### src/rtl/ips_drive_sequencer.sv
// Mission controller: line following with soft-start ramp, timed box-avoidance
// manoeuvre (halt, reverse, pivot), box counting and end-of-track stop.
module ips_drive_sequencer #(
  parameter logic [15:0] MAX_WIDTH   = 16'd40000,
  parameter logic [15:0] RAMP_STEP   = 16'd400,
  parameter int unsigned RAMP_DIV    = 1000,
  parameter int unsigned DEB_CYC     = 1000,
  parameter int unsigned DWELL_CYC   = 100000000,
  parameter int unsigned REVERSE_CYC = 50000000,
  parameter int unsigned PIVOT_CYC   = 75000000
) (
  input  logic        clk,
  input  logic        reset,
  input  logic        enable,
  input  logic [2:0]  sensor,
  input  logic        us_stop,
  output logic [3:0]  direction,
  output logic [15:0] widthChassis,
  output logic [2:0]  state_out,
  output logic [3:0]  box_count,
  output logic        done
);

  localparam int unsigned TW = 32;

  localparam logic [3:0] DIR_STOP  = 4'b0000;
  localparam logic [3:0] DIR_LEFT  = 4'b0101;
  localparam logic [3:0] DIR_FWD   = 4'b0110;
  localparam logic [3:0] DIR_RIGHT = 4'b1010;
  localparam logic [3:0] DIR_BACK  = 4'b1001;

  typedef enum logic [2:0] {
    S_IDLE    = 3'd0,
    S_FOLLOW  = 3'd1,
    S_HALT    = 3'd2,
    S_REVERSE = 3'd3,
    S_PIVOT   = 3'd4,
    S_DONE    = 3'd5
  } state_t;

  state_t          state, state_n;
  logic [TW-1:0]   timer, timer_n;
  logic [TW-1:0]   div_cnt, div_n;
  logic [TW-1:0]   us_cnt, us_cnt_n;
  logic [TW-1:0]   end_cnt, end_cnt_n;
  logic [15:0]     ramp, ramp_n;
  logic [3:0]      last_dir, last_dir_n;
  logic [3:0]      dir_n;
  logic [15:0]     width_n;
  logic [3:0]      box_n;
  logic            done_n;
  logic [2:0]      ind;
  logic [3:0]      steer;
  logic [16:0]     ramp_sum;
  logic            us_fire, end_fire;

  assign state_out = state;

  // State and registered outputs
  always_ff @(posedge clk or posedge reset) begin
    if (reset) begin
      state        <= S_IDLE;
      timer        <= '0;
      div_cnt      <= '0;
      us_cnt       <= '0;
      end_cnt      <= '0;
      ramp         <= '0;
      last_dir     <= DIR_FWD;
      direction    <= DIR_STOP;
      widthChassis <= '0;
      box_count    <= '0;
      done         <= 1'b0;
    end else begin
      state        <= state_n;
      timer        <= timer_n;
      div_cnt      <= div_n;
      us_cnt       <= us_cnt_n;
      end_cnt      <= end_cnt_n;
      ramp         <= ramp_n;
      last_dir     <= last_dir_n;
      direction    <= dir_n;
      widthChassis <= width_n;
      box_count    <= box_n;
      done         <= done_n;
    end
  end

  // Next state, counters and next output values
  always_comb begin
    state_n    = state;
    timer_n    = timer + TW'(1);
    div_n      = div_cnt;
    ramp_n     = ramp;
    last_dir_n = last_dir;
    box_n      = box_count;
    dir_n      = DIR_STOP;
    width_n    = '0;
    done_n     = 1'b0;
    ind        = ~sensor;
    ramp_sum   = 17'(ramp) + 17'(RAMP_STEP);

    // Debouncers saturate at the threshold so a held condition stays asserted
    if (!us_stop)                      us_cnt_n = '0;
    else if (us_cnt == TW'(DEB_CYC))   us_cnt_n = us_cnt;
    else                               us_cnt_n = us_cnt + TW'(1);
    if (ind != 3'b111)                 end_cnt_n = '0;
    else if (end_cnt == TW'(DEB_CYC))  end_cnt_n = end_cnt;
    else                               end_cnt_n = end_cnt + TW'(1);
    us_fire  = (us_cnt_n == TW'(DEB_CYC));
    end_fire = (end_cnt_n == TW'(DEB_CYC));

    case (ind)
      3'b001, 3'b011: steer = DIR_LEFT;
      3'b010:         steer = DIR_FWD;
      3'b100, 3'b110: steer = DIR_RIGHT;
      3'b101:         steer = DIR_BACK;
      default:        steer = last_dir;
    endcase

    case (state)
      S_IDLE: begin
        us_cnt_n  = '0;
        end_cnt_n = '0;
        if (enable) begin
          state_n = S_FOLLOW;
          ramp_n  = '0;
          div_n   = '0;
        end
      end
      S_FOLLOW: begin
        if (us_fire) begin
          state_n = S_HALT;
        end else if (end_fire) begin
          state_n = S_DONE;
        end else if (div_cnt == TW'(RAMP_DIV - 1)) begin
          div_n  = '0;
          ramp_n = (ramp_sum > 17'(MAX_WIDTH)) ? MAX_WIDTH : ramp_sum[15:0];
        end else begin
          div_n = div_cnt + TW'(1);
        end
      end
      S_HALT: begin
        if (timer == TW'(DWELL_CYC - 1)) begin
          state_n = S_REVERSE;
          box_n   = (box_count == 4'd15) ? box_count : box_count + 4'd1;
        end
      end
      S_REVERSE: begin
        if (timer == TW'(REVERSE_CYC - 1)) state_n = S_PIVOT;
      end
      S_PIVOT: begin
        if (timer == TW'(PIVOT_CYC - 1)) begin
          state_n  = S_FOLLOW;
          ramp_n   = '0;
          div_n    = '0;
          us_cnt_n = '0;
        end
      end
      S_DONE: state_n = S_DONE;
      default: state_n = S_IDLE;
    endcase

    // Dropping enable overrides everything, including a pending box increment
    if (!enable) begin
      state_n = S_IDLE;
      box_n   = box_count;
      ramp_n  = '0;
      div_n   = '0;
    end

    if (state_n != state) timer_n = '0;

    case (state_n)
      S_FOLLOW: begin
        dir_n      = steer;
        width_n    = ramp_n;
        last_dir_n = steer;
      end
      S_REVERSE: begin
        dir_n   = DIR_BACK;
        width_n = MAX_WIDTH;
      end
      S_PIVOT: begin
        dir_n   = DIR_LEFT;
        width_n = MAX_WIDTH;
      end
      S_DONE:  done_n = 1'b1;
      default: ;
    endcase
  end

endmodule
### config.mk
export PLATFORM = sky130hd
export DESIGN_NAME = ips_drive_sequencer
export DESIGN_NICKNAME = d
export VERILOG_FILES = /design/src/rtl/ips_drive_sequencer.sv
export SDC_FILE = /design/constraint.sdc
export NUM_CORES = 1
export LEC_CHECK = 0
export ABC_AREA = 1
export ABC_CLOCK_PERIOD_IN_PS = 13450
export CAP_MARGIN = 20
export CORE_MARGIN = 5
export CORE_UTILIZATION = 35
export CTS_BUF_LIST = sky130_fd_sc_hd__clkbuf_16
export CTS_CLUSTER_SIZE = 24
export DETAILED_ROUTE_END_ITERATION = 16
export GPL_TIMING_DRIVEN = 0
export PLACE_DENSITY_LB_ADDON = 0.2
export SETUP_SLACK_MARGIN = 0.4
export SKIP_LAST_GASP = 1
export SLEW_MARGIN = 10
export SYNTH_ARGS = -nofsm -noshare
export SYNTH_HDL_FRONTEND = slang
export SYNTH_SLANG_ARGS = --single-unit
export TNS_END_PERCENT = 10
### constraint.sdc
create_clock -name clk -period 13.45 [get_ports clk]
set_clock_uncertainty 0.15 [all_clocks]
set_input_delay 2.69 -clock clk [delete_from_list [all_inputs] [get_ports clk]]
set_output_delay 2.69 -clock clk [all_outputs]
set_load 0.01 [all_outputs]
* Word-level counts from Yosys, hierarchy flattened
Cells that the tools add are included.
Word-level totals: register bits 176, output and inout bits 28, word-level logic and storage cells 88
Operators by class: $add $sub $neg 6, $lt $le $gt $ge 1, equal/unequal tests 30, mux-type cells 32, bitwise gates (word level) 2, reduce and logical (&&, ||, !) cells 6
Operators by type and width (count):
- 32-bit 2-to-1 mux | 12
- 32-bit by 10-bit equality test with 1-bit output (second input constant) | 5
- 32-bit by 1-bit adder with 32-bit output (second input constant) | 4
- 16-bit 2-to-1 mux | 6
- 32-bit case mux with 3 select lines | 1
- 32-bit by 27-bit equality test with 1-bit output (second input constant) | 2
- 32-bit case mux with 2 select lines | 1
- 16-bit case mux with 3 select lines | 1
- 32-bit by 26-bit equality test with 1-bit output (second input constant) | 1
- 16-bit case mux with 2 select lines | 1
- 3-bit equality test (second input constant) | 7
- 3-bit 2-to-1 mux | 6
- 3-bit case mux with 6 select lines | 1
- 16-bit by 9-bit adder with 17-bit output (second input constant) | 1
- 17-bit by 16-bit greater-than comparator with 1-bit output (second input constant) | 1
- 4-bit case mux with 4 select lines | 1
- 3-bit by 2-bit equality test with 1-bit output (second input constant) | 5
- 3-bit != test (second input constant) | 4
- 4-bit case mux with 3 select lines | 1
- 3-bit by 1-bit equality test with 1-bit output (second input constant) | 3
- 4-bit AND reduction | 2
- 2-bit OR reduction | 3
- 4-bit by 1-bit adder with 4-bit output (second input constant) | 1
- 4-bit equality test (second input constant) | 1
- 6 further kinds | 6

* Depth between registers and ports, before layout
Gate-level depths: netlist (run 1).
depth after elaboration 11, gate-level depth with buffers 24

* Worst setup path before layout (run 1)
Ideal clock, no wire load.
path kind input to register, start in sensor[0], end reg timer[26], library setup time 0.122 ns, arrival 4.587 ns, path slack 8.591 ns, stages 20, cell sequence inv_1 -> nand2_1 -> nor2_1 -> buf_2 -> nand2_1 -> inv_1 -> nand2_1 -> nor2_1 -> nand2_1 -> nor2_1 -> nand2_2 -> nand2_1 -> nand3_2 -> nand2_4 -> nand2_2 -> nand2_1 -> nand2_1 -> nand3_4 -> buf_6 -> nor2_2
On the way: longest elaborated chain between the ends 10
Ends and longest elaborated chain:
- start: declaration | RTL line 15 | input logic [2:0] sensor,
- 3-bit NOT | RTL line 99 | ind = ~sensor;
- 3-bit != test | RTL line 106 | if (ind != 3'b111) end_cnt_n = '0;
- 32-bit 2-to-1 mux | RTL line 106
- 32-bit by 10-bit equality test with 1-bit output | RTL line 110 | end_fire = (end_cnt_n == TW'(DEB_CYC));
- 3-bit 2-to-1 mux | RTL line 133 | end else if (end_fire) begin
- 3-bit 2-to-1 mux | RTL line 131 | if (us_fire) begin
- 3-bit case mux with 6 select lines | RTL line 120 | case (state)
- 3-bit 2-to-1 mux | RTL line 164 | if (!enable) begin
- 3-bit != test | RTL line 171 | if (state_n != state) timer_n = '0;
- 32-bit 2-to-1 mux | RTL line 171
- named net timer_n[26] | RTL line 42 | logic [TW-1:0] timer, timer_n;
- end signal: assignment | RTL line 75 | timer <= timer_n;
- end: declaration | RTL line 42
The timed path passes the listed nets, and every way through them passes these cells. A chain may end at the register's enable or synchronous reset.

* Worst setup path in the final report (run 1)
start in us_stop, end reg div_cnt[1]
On the way: longest elaborated chain between the ends 4
Ends and longest elaborated chain:
- start: declaration | RTL line 16 | input logic us_stop,
- 32-bit 2-to-1 mux | RTL line 103 | if (!us_stop) us_cnt_n = '0;
- 32-bit by 10-bit equality test with 1-bit output | RTL line 109 | us_fire = (us_cnt_n == TW'(DEB_CYC));
- 3-bit != test (no source line)
- 4-bit AND reduction (no source line)
- end signal: assignment | RTL line 76 | div_cnt <= div_n;
- end: declaration | RTL line 43 | logic [TW-1:0] div_cnt, div_n;
No other way between the ends.

==> results of run 1 <==
[cells in the mapped netlist (all sizes together) (2+ instances only)]
| master | instances | area [sq um] |
|---|---|---|
| nor3 | 54 | 282 |
| and3 | 4 | 25.0 |
| a21oi | 21 | 113 |
| nor4 | 19 | 119 |
| a31oi | 2 | 12.5 |
| ha | 8 | 100 |
| xor2 | 56 | 490 |
| o31ai | 3 | 22.5 |
| xnor2 | 14 | 123 |
| nand3 | 121 | 661 |
| dfstp | 2 | 52.6 |
| or2 | 3 | 18.8 |
| o21bai | 3 | 22.5 |
| nor2 | 374 | 1550 |
| buf | 17 | 103 |
| nand3b | 13 | 97.6 |
| o21ai | 74 | 374 |
| a21boi | 2 | 15.0 |
| nand4 | 60 | 375 |
| dfrtp | 174 | 4350 |
| clkinv | 5 | 23.8 |
| inv | 190 | 713 |
| clkbuf | 17 | 63.8 |
| nand2 | 523 | 2030 |
[per-stage QoR]
step           cell area, sq um  power [mW]  instances
3_3_place_gp              12700       0.636       2248
4_1_cts                   13300        1.16       2281
6_report                  13300        1.15       2281
2_1_floorplan             11800       0.607       1766
5_1_grt                   13300        1.20       2281
3_5_place_dp              12700       0.638       2249
[worst max-delay path, cell delays in order]
cell,delay (ps)
clkdlybuf4s50_1,550
clkbuf_1,470
o21ai_0,180
nor2_1,160
inv_1,70
nor3_1,290
nand3_1,180
nor2_1,120
nand3_1,180
nand2_1,130
nand2_1,60
nand2_2,190
inv_1,130
clkbuf_1,310
nand3_1,140
o21ai_0,100
[layer usage]
layer | track usage [%] | up-vias | wire length (um)
li1 | - | 5717 | -
met1 | 25.5 | 5258 | 16200
met2 | 30.2 | 274 | 15800
met3 | 2.75 | 42 | 1410
met4 | 5.35 | 0 | 752
met5 | 0 | - | 0
[state kept, by name, summed over array words and instances (netlist names)]
register and count:
us_cnt 32, end_cnt 32, state_out 3, ramp 16, widthChassis 16, box_count 4, direction 4, div_cnt 32
timer 32, last_dir 4, done 1
[layout make-up]
| type | instances | area, sq um |
|---|---|---|
| Tap cell | 448 | 561 |
| Multi-Input combinational cell | 1361 | 6480 |
| Timing Repair Buffer | 35 | 368 |
| Fill cell | 3621 | 20000 |
| Buffer | 34 | 166 |
| Clock buffer | 17 | 425 |
| Clock inverter | 15 | 194 |
| Inverter | 195 | 744 |
| Sequential cell | 176 | 4410 |
[power by group through the flow]
stage / Clock [mW] / Combinational [mW] / Sequential, mW
4_1_cts: 0.536 / 0.0857 / 0.542
2_1_floorplan: 0 / 0.0552 / 0.552
3_3_place_gp: 0 / 0.0836 / 0.552
6_report: 0.520 / 0.0839 / 0.542
3_5_place_dp: 0 / 0.0854 / 0.552
5_1_grt: 0.558 / 0.0948 / 0.543
[worst paths after layout]
kind                                      from                endpoint  slack (ps)  cells past startpoint
min in group asynchronous                reset    us_cnt[28]$_DFF_PP0_        2570                      2
min reg2reg                 timer[0]$_DFF_PP0_      timer[0]$_DFF_PP0_         310                      1
max in group asynchronous                reset     timer[14]$_DFF_PP0_        9690                      3
min                         timer[0]$_DFF_PP0_      timer[0]$_DFF_PP0_         310                      1
max                                    us_stop  div_cnt[1]$_DFFE_PP0P_        7630                     16
max reg2reg                us_cnt[0]$_DFF_PP0_  div_cnt[1]$_DFFE_PP0P_        9730                     19
[kinds of logic (layout without fill, tap and decap cells)]
group / count (synthesis) / after routing / share of synthesized area, %
buffers and inverters: 229 / 296 / 7.66
XOR/XNOR: 70 / 70 / 5.20
flip-flops: 176 / 176 / 37.4
AO/OA/AOI/OAI: 107 / 107 / 4.87
adder cells (fa/ha/maj): 8 / 8 / 0.849
multiplexers: 1 / 1 / 0.0955
AND/OR/NAND/NOR: 1175 / 1175 / 43.9
[cell usage in the layout (no fill, tap or decap), types with 7 or more instances in the layout]
master / count
a21oi_1: 19
buf_2: 7
clkbuf_1: 17
clkbuf_16: 17
clkdlybuf4s50_1: 34
dfrtp_1: 174
ha_1: 8
inv_1: 185
inv_8: 7
nand2_1: 505
nand2_2: 14
nand3_1: 113
nand3b_1: 13
nand4_1: 60
nor2_1: 323
nor2_2: 48
nor3_1: 53
nor4_1: 19
o21ai_0: 57
o21ai_1: 16
xnor2_1: 14
xor2_1: 56
==> impl_results.md, run 1 <==
* Clock sink count at 176
* Die area at 37500 sq um
* Crit. End Element: flop
* Row count at 67
* Syn nets at 1781
* WHS at 306 ps
* Mapped Area at 11800 sq um
* I/O pin count at 35
* Die height at 194 um
* Hold Vio Cnt, Final at 0
* Syn-to-layout area delta at 13.2%
* First-pass GRT wire length at 57300 um
* Antenna diode count at 0
* RSZ-0062 raised after global routing: no
* Vias at 11291
* Largest net degree at the start of global routing at 108
* Reg power frac at 47.3%
* WS Path Type: in2reg
* Yosys warning count at 0
* Layout cells sized above 1 at 7.47%
* Sw Share at 27.7%
* Vias in the first global route at 11149
* Min cycle time layout at 5820 ps
* Status: complete, no violations
* Power Dens Cells at 85.8 nW/um^2
* Max Buffers Root-to-Sink at 2
* Pre-CTS setup slack at 7160 ps
* Worst-path clk slew at 70 ps
* Actual slew at the worst max-slew pin at 958 ps
* Drt drc at 0
* Drt wl/cell at 15.0 um
* Initial antenna violation count at 0
* FFs w/ async S/R, synth at 100%
* Slew Viols, Final at 0
* Post-CTS Hold Fix Bufs at 0
* Die Wd at 194 um
* Fmax achieved at 0.172 GHz
* CP Launch Type: primary input
* Slew headroom at 35.5%
* Drt pass-1 iters at 7
* Fin nets at 1835
* Worst skew pair latency at 440 ps
* Internal Pwr Total at 0.828 mW
* Total CTS buffers at 17
* Logic pwr share at 7.3%
* Post-synth EDFFs at 0
* Postcts setup bufs at 0
* Mapped Cells at 1766
* Port bufs at 34
* Routability-driven placement congestion ratio at 0.910
* Layout Utilization at 40.0%
* Sequential fraction of the synthesis area at 37.4%
* #FFs+latches synth at 176
* H-Tree Depth at 4
* Final HPWL DP at 26100 um
* Leakage at 5.85 nW
* CTS tree: built
* Mean Syn Cell Area at 6.68 sq um
* WP data arrival at 5970 ps
* Clock root buffer: clkbuf_16
* DRT antenna net count at 0
* Total track usage at 18.4%
* DR vias/cell at 4.95
* Period Utilization, post-route at 43.3%
* Worst vdd ir at 0.0840 mV
* CP Max Fanout at 10
* Synth Flop Type: dfrtp_1
* Sw power at 0.317 mW
* Core ar. at 33400 sq um
* Final Setup Violations at 0
* Total gr overflow at 0
* Fin worst setup slack at 7630 ps
* Clock share of power at 45.4%
* Initial Util at 35.3%
* Unique masters post-synth at 46
* Sum of negative setup slack at 0 ps
* Worst Path Required at 13600 ps
* Worst hold path type: reg2reg
* Routed wire length at 34200 um
* Max cap viols at 0
* Cts repair resizes at 0
* Initial DRC count at 838
(Power assumes the default switching activity.)
==> run 2: changes to the inputs <==
--- a/config.mk
+++ b/config.mk
@@ -6,7 +6,7 @@
 export NUM_CORES = 1
 export LEC_CHECK = 0
 export ABC_AREA = 1
-export ABC_CLOCK_PERIOD_IN_PS = 13450
+export ABC_CLOCK_PERIOD_IN_PS = 4890
 export CAP_MARGIN = 20
 export CORE_MARGIN = 5
 export CORE_UTILIZATION = 35
==> constraint.sdc (replaced) <==
create_clock -name clk -period 4.89 [get_ports clk]
set_clock_uncertainty 0.15 [all_clocks]
set_input_delay 0.978 -clock clk [delete_from_list [all_inputs] [get_ports clk]]
set_output_delay 0.978 -clock clk [all_outputs]
set_load 0.01 [all_outputs]
==> run 2 against run 1 <==
  * Final cell count up 0.22%
  * Routed wire length up 1.8%
  * Count of clock-buffer cells in the layout unchanged
  * Power rose to 2.7 times the previous value
==> impl_results.md, run 2 (synthesis results as in run 1) <==
* Drt drc at 0
* First-pass GRT wire length at 57300 um
* Power Dens Cells at 233 nW/um^2
* Period Utilization, post-route at 86.4%
* Drt wl/cell at 15.2 um
* Final Setup Violations at 0
* Final HPWL DP at 26800 um
* Die area at 37500 sq um
* H-Tree Depth at 4
* Routability-driven placement congestion ratio at 0.978
* Reg power frac at 47.7%
* Slew Viols, Final at 0
* Sw power at 0.891 mW
* RR Startpoint: us_cnt[0]$_DFF_PP0_
* Max Buffers Root-to-Sink at 2
* Crit. End Element: flop
* Max cap viols at 0
* Hold path start: last_dir[2]$_DFFE_PP1N_
* Worst vdd ir at 0.238 mV
* RSZ-0062 raised after global routing: no
* I/O pin count at 35
* Total CTS buffers at 17
* Post-CTS Hold Fix Bufs at 0
* Worst-path clk slew at 80 ps
* CTS tree: built
* Vias in the first global route at 11154
* Vias at 11458
* Logic pwr share at 7.7%
* Fin nets at 1840
* Total track usage at 18.5%
* Clock share of power at 44.6%
* Most common cell after layout, fill and taps aside: nand2_1
* Drt pass-1 iters at 5
* R2R setup slack at 1080 ps
* Hold path endpoint: last_dir[2]$_DFFE_PP1N_
* Port bufs at 34
* CP Max Fanout at 10
* Routed wire length at 34800 um
* WHS at 322 ps
* Total gr overflow at 0
* Worst hold path type: reg2reg
* Min cycle time layout at 4220 ps
* Row count at 67
* WP data arrival at 4370 ps
* Clock root buffer: clkbuf_16
* Cts repair resizes at 0
* Fmax achieved at 0.237 GHz
* Initial Util at 35.3%
* Reg2reg end: div_cnt[1]$_DFFE_PP0P_
* Antenna diode count at 0
* Status: complete, no violations
* Clock sink count at 176
* Crit. Startpoint: us_stop
* Syn-to-layout area delta at 13.7%
* Worst skew pair latency at 450 ps
* Fill count at 3567
* WS Path Type: in2reg
* Largest net degree at the start of global routing at 36
* Die height at 194 um
* Commonest non-fill, non-tap cells in the layout: 505 x nand2_1, 323 x nor2_1, 185 x inv_1
* Worst Path Required at 5040 ps
* Initial DRC count at 798
* DR vias/cell at 5.01
* WHS Path Cells at 2
* Leakage at 5.87 nW
* Internal Pwr Total at 2.23 mW
* Worst reg2reg path depth at 19
* Postcts setup bufs at 0
* Hold Vio Cnt, Final at 0
* CP Launch Type: primary input
* Slew headroom at 29.4%
* Initial antenna violation count at 0
* Layout cells sized above 1 at 7.73%
* Core ar. at 33400 sq um
* Layout Utilization at 40.2%
* DRT antenna net count at 0
* Sw Share at 28.5%
* Actual slew at the worst max-slew pin at 1050 ps
* Die Wd at 194 um
-- run 2: cell types whose count changed in the layout (fill, tap and decap cells not counted), sizes merged --
| cell | change |
|---|---|
| clkinv | -1 |
| buf | +5 |
| clkinvlp | +1 |
| bufinv | -1 |
| inv | +1 |
-- run 2: worst max path at each step --
| stage | to |
|---|---|
| floorplan | box_count[0]$_DFFE_PP0P_ |
| global placement | timer[20]$_DFF_PP0_ |
| detailed placement | div_cnt[13]$_DFFE_PP0P_ |
| CTS | div_cnt[1]$_DFFE_PP0P_ |
| global route | div_cnt[1]$_DFFE_PP0P_ |
| finish | div_cnt[1]$_DFFE_PP0P_ |
-- run 2: metrics by stage --
stage | instance area [sq um] | TNS, ps | setup WS, ps | cells | power [mW]
final | 13400 | 0 | 667 | 2286 | 3.12
after global routing | 13400 | 0 | 468 | 2286 | 3.25
after CTS | 13400 | 0 | 773 | 2286 | 3.17
after detailed placement | 12800 | 0 | 305 | 2254 | 1.76
after global placement | 12700 | -27260 | -174 | 2248 | 1.75
after floorplan | 11800 | 0 | 1510 | 1766 | 1.67
-- run 2: cell type report --
cell class                      count  area, sq um  share of cell area (%)
Multi-Input combinational cell   1361         6480                    48.3
Buffer                             34          166                    1.24
Sequential cell                   176         4410                    32.9
Clock buffer                       17          425                    3.17
Inverter                          195          741                    5.53
Clock inverter                     15          164                    1.22
Tap cell                          448          561                    4.18
Timing Repair Buffer               40          460                    3.44
-- run 2: critical path, stage by stage --
cell	delay, ps
clkdlybuf4s50_1	540
clkbuf_1	510
o21ai_0	180
nor2_1	150
inv_1	70
nor3_1	310
nand3_1	200
nor2_1	130
nand3_1	200
nand2_1	130
nand2_1	60
nand2_2	200
inv_1	130
clkbuf_1	330
nand3_1	140
o21ai_0	100
-- run 2: layer usage --
metal / up-vias / global-route usage (%) / share of wire [%]
li1: 5726 / - / -
met2: 291 / 30.3 / 46
met1: 5385 / 25.3 / 48
met4: 0 / 5.95 / 2.6
met3: 56 / 2.84 / 4.2
met5: - / 0 / 0
-- run 2: power groups by stage --
stage	combinational, mW	clock (mW)	sequential (mW)
2_1_floorplan	0.152	0	1.52
3_3_place_gp	0.231	0	1.52
3_5_place_dp	0.244	0	1.52
4_1_cts	0.245	1.43	1.49
5_1_grt	0.272	1.49	1.49
6_report	0.241	1.39	1.49
==> run 3: changes to the inputs <==
--- a/config.mk
+++ b/config.mk
@@ -11,7 +11,7 @@
 export CORE_MARGIN = 5
 export CORE_UTILIZATION = 35
 export CTS_BUF_LIST = sky130_fd_sc_hd__clkbuf_16
-export CTS_CLUSTER_SIZE = 24
+export CTS_CLUSTER_SIZE = 40
 export DETAILED_ROUTE_END_ITERATION = 16
 export GPL_TIMING_DRIVEN = 0
 export PLACE_DENSITY_LB_ADDON = 0.2
==> results of run 3 <==
Final layout, timing and power as in run 2 (identical DEF).
